## config.mk

```make
export PLATFORM = sky130hd
export DESIGN_NAME = serial_sub_ctrl
export DESIGN_NICKNAME = d
export VERILOG_FILES = /design/src/rtl/serial_sub_ctrl.sv
export SDC_FILE = /design/constraint.sdc
export NUM_CORES = 1
export LEC_CHECK = 0
export CELL_PAD_IN_SITES_DETAIL_PLACEMENT = 1
export CELL_PAD_IN_SITES_GLOBAL_PLACEMENT = 1
export CORE_MARGIN = 2
export CORE_UTILIZATION = 37
export CTS_CLUSTER_SIZE = 8
export DETAILED_ROUTE_END_ITERATION = 10
export PLACE_DENSITY_LB_ADDON = 0.1
export REMOVE_ABC_BUFFERS = 1
export SYNTH_ARGS = -nofsm -noshare
export SYNTH_HDL_FRONTEND = slang
export SYNTH_SLANG_ARGS = --single-unit
export TNS_END_PERCENT = 1
```

## constraint.sdc

```tcl
create_clock -name clk -period 1.5 [get_ports clk]
set_input_delay 0.15 -clock clk [delete_from_list [all_inputs] [get_ports clk]]
set_output_delay 0.15 -clock clk [all_outputs]
set_load 0.005 [all_outputs]
```

## src/rtl/serial_sub_ctrl.sv

```systemverilog
// serial_sub_ctrl: bit-serial WIDTH-bit subtractor, diff = a - b (mod 2^WIDTH), one bit per clock through one shared cell.
// Latency: done pulses in the cycle that starts WIDTH edges after the start-accepting edge; busy is high for those WIDTH cycles.
// Backpressure: start is accepted only when busy==0 (IDLE or DONE); start while busy is ignored and operands are not re-sampled.
//
// Ports: clk, rst (sync, active-high), start/a/b request in; busy/done handshake out; diff/borr result out (held until next completion).
// Optional: define SERIAL_SUB_ZERO_FLAG_EN to add registered output 'zero' (1 when the completed diff == 0).
module serial_sub_ctrl #(
    parameter int WIDTH = 8
) (
    input  logic             clk,
    input  logic             rst,
    input  logic             start,
    input  logic [WIDTH-1:0] a,
    input  logic [WIDTH-1:0] b,
    output logic             busy,
    output logic             done,
    output logic [WIDTH-1:0] diff,
    output logic             borr
`ifdef SERIAL_SUB_ZERO_FLAG_EN
    ,
    output logic             zero
`endif
);

    localparam int CW = (WIDTH > 1) ? $clog2(WIDTH) : 1;
    localparam logic [CW-1:0] LAST_BIT = CW'(WIDTH - 1);

    typedef enum logic [1:0] {
        IDLE = 2'd0,
        RUN  = 2'd1,
        DONE = 2'd2
    } state_t;

    state_t           state_q, state_d;
    logic [WIDTH-1:0] a_sh_q, a_sh_d;
    logic [WIDTH-1:0] b_sh_q, b_sh_d;
    logic [WIDTH-1:0] res_q, res_d;
    logic [CW-1:0]    cnt_q, cnt_d;
    logic             bw_q, bw_d;
    logic [WIDTH-1:0] diff_q, diff_d;
    logic             borr_q, borr_d;
    logic             busy_q, busy_d;
    logic             done_q, done_d;
`ifdef SERIAL_SUB_ZERO_FLAG_EN
    logic             zero_q, zero_d;
`endif

    // Shared 1-bit subtract cell, built as two half-subtractor stages.
    logic cell_x, cell_y, hs1_d, hs1_b, hs2_b, cell_d, cell_bout;
    logic [WIDTH-1:0] res_next;

    always_comb begin
        cell_x    = a_sh_q[0];
        cell_y    = b_sh_q[0];
        hs1_d     = cell_x ^ cell_y;
        hs1_b     = ~cell_x & cell_y;
        cell_d    = hs1_d ^ bw_q;
        hs2_b     = ~hs1_d & bw_q;
        cell_bout = hs1_b | hs2_b;
        // Result bits enter from the MSB side so that after WIDTH shifts bit 0 sits at the LSB.
        res_next  = {cell_d, res_q[WIDTH-1:1]};
    end

    always_comb begin
        state_d = state_q;
        a_sh_d  = a_sh_q;
        b_sh_d  = b_sh_q;
        res_d   = res_q;
        cnt_d   = cnt_q;
        bw_d    = bw_q;
        diff_d  = diff_q;
        borr_d  = borr_q;
        busy_d  = 1'b0;
        done_d  = 1'b0;
`ifdef SERIAL_SUB_ZERO_FLAG_EN
        zero_d  = zero_q;
`endif

        case (state_q)
            // DONE accepts start exactly like IDLE so back-to-back ops have no idle gap.
            IDLE, DONE: begin
                if (start) begin
                    a_sh_d  = a;
                    b_sh_d  = b;
                    res_d   = '0;
                    cnt_d   = '0;
                    bw_d    = 1'b0;
                    busy_d  = 1'b1;
                    state_d = RUN;
                end else begin
                    state_d = IDLE;
                end
            end
            RUN: begin
                a_sh_d = a_sh_q >> 1;
                b_sh_d = b_sh_q >> 1;
                res_d  = res_next;
                bw_d   = cell_bout;
                cnt_d  = cnt_q + 1'b1;
                if (cnt_q == LAST_BIT) begin
                    diff_d  = res_next;
                    borr_d  = cell_bout;
`ifdef SERIAL_SUB_ZERO_FLAG_EN
                    zero_d  = (res_next == '0);
`endif
                    done_d  = 1'b1;
                    state_d = DONE;
                end else begin
                    busy_d  = 1'b1;
                end
            end
            default: begin
                state_d = IDLE;
            end
        endcase
    end

    always_ff @(posedge clk) begin
        if (rst) begin
            state_q <= IDLE;
            a_sh_q  <= '0;
            b_sh_q  <= '0;
            res_q   <= '0;
            cnt_q   <= '0;
            bw_q    <= 1'b0;
            diff_q  <= '0;
            borr_q  <= 1'b0;
            busy_q  <= 1'b0;
            done_q  <= 1'b0;
`ifdef SERIAL_SUB_ZERO_FLAG_EN
            zero_q  <= 1'b0;
`endif
        end else begin
            state_q <= state_d;
            a_sh_q  <= a_sh_d;
            b_sh_q  <= b_sh_d;
            res_q   <= res_d;
            cnt_q   <= cnt_d;
            bw_q    <= bw_d;
            diff_q  <= diff_d;
            borr_q  <= borr_d;
            busy_q  <= busy_d;
            done_q  <= done_d;
`ifdef SERIAL_SUB_ZERO_FLAG_EN
            zero_q  <= zero_d;
`endif
        end
    end

    assign busy = busy_q;
    assign done = done_q;
    assign diff = diff_q;
    assign borr = borr_q;
`ifdef SERIAL_SUB_ZERO_FLAG_EN
    assign zero = zero_q;
`endif

endmodule
```

# Word-level counts from Yosys, hierarchy flattened
# Index checks and enable logic that the tools add are counted.
[classes]
eq_ne = 5
reduce_logical = 6
bitwise = 8
mux = 17
addsub = 1
[ops]
columns = ["operator", "n"]
rows = [
  ["case mux 8 bit (2 select lines)", 3],
  ["2-to-1 mux 8 bit", 3],
  ["case mux 3 bit (2 select lines)", 1],
  ["2-to-1 mux 1 bit", 5],
  ["!= test 2 bit (second input constant)", 2],
  ["case mux 1 bit (2 select lines)", 2],
  ["case mux 2 bit (2 select lines)", 1],
  ["AND reduction 2 bit", 2],
  ["OR reduction 2 bit", 2],
  ["adder 3 x 1 -> 3 bit (second input constant)", 1],
  ["equality test 3 bit (second input constant)", 1],
  ["2-to-1 mux 3 bit", 1],
  ["inverter 1 bit", 3],
  ["AND 1 bit", 2],
  ["equality test 2 x 1 -> 1 bit (second input constant)", 1],
  ["equality test 2 bit (second input constant)", 1],
  ["logical NOT 2 bit", 1],
  ["2-to-1 mux 2 bit", 1],
  ["nonzero test 2 bit", 1],
  ["XOR 1 bit", 2],
  ["OR 1 bit", 1],
]
[word_totals]
regBits = 41
elab_cells = 47
in_bits = 19
output_inout_bits = 11

# Logic depth before layout (Yosys ltp)
[logic_depth]
word_depth = 5
ltp_mapped = 5
depth_no_buf = 5

# Worst setup path before layout
# OpenSTA, ideal clock, no wires.
[synth_timing]
path_type = "reg2reg"
start = "register cnt_q[0]"
end = "register busy_q (netlist: busy)"
setup_ps = 128
setup_slack_ps = 247
path_stages_with_launch = 6
t_arrival_ps = 1125
n_path_buf = 1
required_time_ps = 1372
synth_period_minus_slack_ps = 1253
cell_sequence = "dfxtp_1 > ha_1 > ha_1 > clkbuf_1 > o21a_1 > nor2_1"
[synth_between]
elab_chain_cells = 3
[synth_lines]
columns = ["item", "line_no", "source"]
rows = [
  ["start, declared", "38", "logic [CW-1:0] cnt_q, cnt_d;"],
  ["start signal, assigned", "138", "cnt_q <= cnt_d;"],
  ["equality test 3 bit", "100", "if (cnt_q == LAST_BIT) begin"],
  ["2-to-1 mux 1 bit", "100", ""],
  ["case mux 1 bit (2 select lines)", "79", "case (state_q)"],
  ["end signal, assigned", "142", "busy_q <= busy_d;"],
  ["end, declared", "42", "logic busy_q, busy_d;"],
]
# No other way between the ends.
# A chain may end at the register's enable or synchronous reset.

# Final worst setup path
[layout_timing]
start = "register state_q[1]"
end = "register b_sh_q[5]"
[layout_between]
elab_chain_cells = 4
elab_cells_between_ends = 8
classes_between = "eq/ne: 3; mux: 1; reduce/logical: 4"
[layout_lines]
columns = ["item", "line_no", "source"]
rows = [
  ["start, declared", "34", "state_t state_q, state_d;"],
  ["start signal, assigned", "134", "state_q <= state_d;"],
  ["equality test 2 bit or logical NOT 2 bit (tied branches)", "79", ""],
  ["OR reduction 2 bit", "79", ""],
  ["!= test 2 bit (no source line) or nonzero test 2 bit (tied branches)", "n/a", ""],
  ["AND reduction 2 bit (no source line)", "n/a", ""],
  ["end signal, assigned", "136", "b_sh_q <= b_sh_d;"],
  ["end, declared", "36", "logic [WIDTH-1:0] b_sh_q, b_sh_d;"],
]
# Parallel ways exist; a longest one is shown, timed or not.

==> flow_metrics.py <==
metrics = {
    "routing": {
        "wirelength_um": 3756,
        "dr.pass1.iters": 2,
        "routedWlPerCell_um": 14.45,
        "via_count": 1387,
        "drt-initial-drc-count": 111,
        "vias_per_cell": 5.335,
        "drc": 0,
        "antenna_left": 0,
    },
    "sta": {
        "tightestPinTransition_ns": 0.4416,
        "finalMaxSlewViolations": 0,
        "holdWs_ns": 0.4139,
        "maxClockFrequency_mhz": 760.7,
        "finalCriticalPeriod_ns": 1.315,
        "setup_violations": 0,
        "skew_ns": 0.005399,
        "setup-tns-final_ns": 0,
        "hold_violations": 0,
        "rsz0062_at_grt": "false",
        "layout_setup_ws_ns": 0.1854,
        "slew_headroom_pct": 70.56,
        "period_share_pct": 87.64,
    },
    "yosys": {
        "synth.distinct_cells": 20,
        "synthCells": 177,
        "synth-compound-area-share_pct": 14.71,
        "yosysMostFrequentCell": "dfxtp_1",
        "synth_ff_type": "dfxtp_1",
        "avgSynthCellArea_um2": 8.794,
        "async_flop_share_pct": 0,
        "synth_common_cells": "40 x dfxtp_1, 26 x nor3_1, 22 x a21oi_1",
        "synthXorXnorAreaFrac_pct": 0,
        "yosys_warnings": 0,
        "ys_seq_elements": 40,
        "synthSimpleGateAreaFrac_pct": 23.71,
        "synthAdderAreaFrac_pct": 2.894,
        "synth_top_area_share_pct": 51.45,
        "synth_edf_count": 0,
        "synth.area.top_cells": "dfxtp_1 51%, nor3_1 8.4%, a21oi_1 7.1%, nand3_1 6.8%, o22ai_1 5.6%",
        "ys_seq_area_share_pct": 51.45,
        "synth_mux_area_share_pct": 0,
        "synth_area_um2": 1556,
        "synth_top_family_by_area": "simple AND/OR/NAND/NOR gates",
        "netlist.top_cell.by_area": "dfxtp_1",
    },
    "floorplan": {
        "die_area_um2": 4742,
        "row_count": 23,
        "die_w_um": 68.86,
        "start_util_pct": 38.63,
        "core_area_um2": 4029,
        "die_y_um": 68.86,
        "io_pins": 30,
    },
    "finish": {
        "drive_gt1_share_pct": 9.048,
        "final_net_count": 231,
        "fin_cells": 260,
        "antenna_cells": 0,
        "area_growth_pct": 29.90,
    },
    "placement": {
        "preCtsSetupSlack_ns": 0.09810,
        "gp_congestion": 0.7151,
        "dp_cells": 250,
        "io_buffers": 29,
        "dp_hpwl_um": 2570,
    },
    "grt": {
        "grt_pass1_vias": 1433,
        "antenna_found_initial": 0,
        "grt_overflow": 0,
        "grtUsageTotal_pct": 18.64,
        "grt_pass1_wl_um": 6520,
        "grt_max_degree": 41,
    },
    "clock_tree": {
        "root_buffer": "clkbuf_8",
        "ctsHoldBuffers": 0,
        "htreeDepth": 2,
        "clock_latency_ns": 0.29,
        "clock_path_buffers": 2,
        "clk_pin_slew_worst_paths_ns": 0.07,
        "cts_setup_buffers": 0,
        "cts_tree": "built",
        "cts.sinks": 40,
        "post_cts_resized": 0,
        "numCtsBuffers": 5,
    },
    "setup_path": {
        "worstSetupEndpointType": "register",
        "reg2regPathDepth": 4,
        "crit_arrival_ns": 1.52,
        "cp_max_fo": 9,
        "startpoint_type": "register",
        "crit_type": "reg -> reg",
        "reg2reg_to": "b_sh_q[5]$_SDFFE_PP0P_",
        "rrSetupSlack_ns": 0.19,
        "critPathRequiredTime_ns": 1.71,
        "r2r_start": "state_q[1]$_SDFFE_PP0P_",
    },
    "power": {
        "total_power_mw": 2.177,
        "power.leakage_nw": 0.7090,
        "powerDensity_nw_per_um2": 1077,
        "peakVddDrop_v": 0.0004810,
    },
    "hold_path": {
        "hold_end": "a_sh_q[7]$_SDFFE_PP0P_",
        "min_from": "a[7]",
        "hp-class": "in -> reg",
        "hold_depth": 3,
    },
    "run": {
        "drv_cap": 0,
    },
    "outcome": {
        "outcome": "finished clean",
    },
}
## cell type report
class                   count  area (um2)
fillers                   480        2007
flip-flops and latches     40       800.8
multi-input cells         119       643.1
repair buffers             41       417.9
clock buffers               8       90.09
well taps                  50       62.56
inverters                   2       7.507
## power breakdown
part | total [mW] | internal (mW) | switching (mW) | leakage (nW)
clock network | 0.727 | 0.375 | 0.352 | 0.0455
registers | 1.14 | 1.12 | 0.0279 | 0.327
logic | 0.307 | 0.152 | 0.155 | 0.337
total | 2.18 | 1.64 | 0.535 | 0.709
## cell families (layout without fill, tap and decap cells)
group | Yosys count | count (layout)
AOI/OAI and AO/OA | 39 | 39
adders and majority gates | 3 | 3
buffers and inverters | 18 | 51
DFF | 40 | 40
and+or+nand+nor | 77 | 77
## worst max-delay path by stage
stage | cells past startpoint | slack, ns | start | end
after global placement | 5 | 0.17 | start | a_sh_q[5]$_SDFFE_PP0P_
after CTS | 5 | 0.09 | cnt_q[0]$_SDFFE_PP0P_ | diff[6]$_SDFFE_PP0P_
after floorplan | 3 | 0.03 | state_q[1]$_SDFFE_PP0P_ | borr$_SDFFE_PP0P_
after global routing | 4 | 0.02 | state_q[0]$_SDFFE_PP0P_ | diff[1]$_SDFFE_PP0P_
final | 4 | 0.19 | state_q[1]$_SDFFE_PP0P_ | b_sh_q[5]$_SDFFE_PP0P_
after detailed placement | 5 | 0.1 | cnt_q[0]$_SDFFE_PP0P_ | diff[6]$_SDFFE_PP0P_
## registers in the layout (all words and copies together), names as in the netlist
| name | count |
|---|---|
| bw_q | 1 |
| diff | 8 |
| done | 1 |
| state_q | 2 |
| res_q | 7 |
| busy | 1 |
| cnt_q | 3 |
| b_sh_q | 8 |
| borr | 1 |
| a_sh_q | 8 |
## layer usage
layer  global-route usage, %  share of wire (%)  up-vias
met5                       0                  0        -
met4                   9.559                2.3        0
met3                   4.058                3.6        9
met2                   31.61                 48       27
met1                   22.05                 46      660
li1                        -                  -      691
## through the flow
step,cell area (um2),util (%)
floorplan,1451,-
global placement,1917,47.58
detailed placement,1917,47.58
CTS,2007,49.81
global route,2022,50.19
finish,2022,50.19
## worst max-delay path: stages, from the launching register on
cell      delay [ns]
dfxtp_1         0.34
nand2b_1        0.38
buf_4           0.25
o22ai_1         0.09
nor3_1          0.17
## cells in the final DEF, fill, tap and decap left out, drive strengths merged
cell type      instances
a21oi                 22
a311oi                 2
and2b                  2
buf                   12
clkbuf                 8
clkdlybuf4s50         29
dfxtp                 40
fa                     1
ha                     2
inv                    2
nand2                 19
nand2b                 4
nand3                 21
nand3b                 1
nor2                   4
nor3                  26
o21a                   1
o22ai                 14
Note: power is estimated with default switching activity, not from simulation.
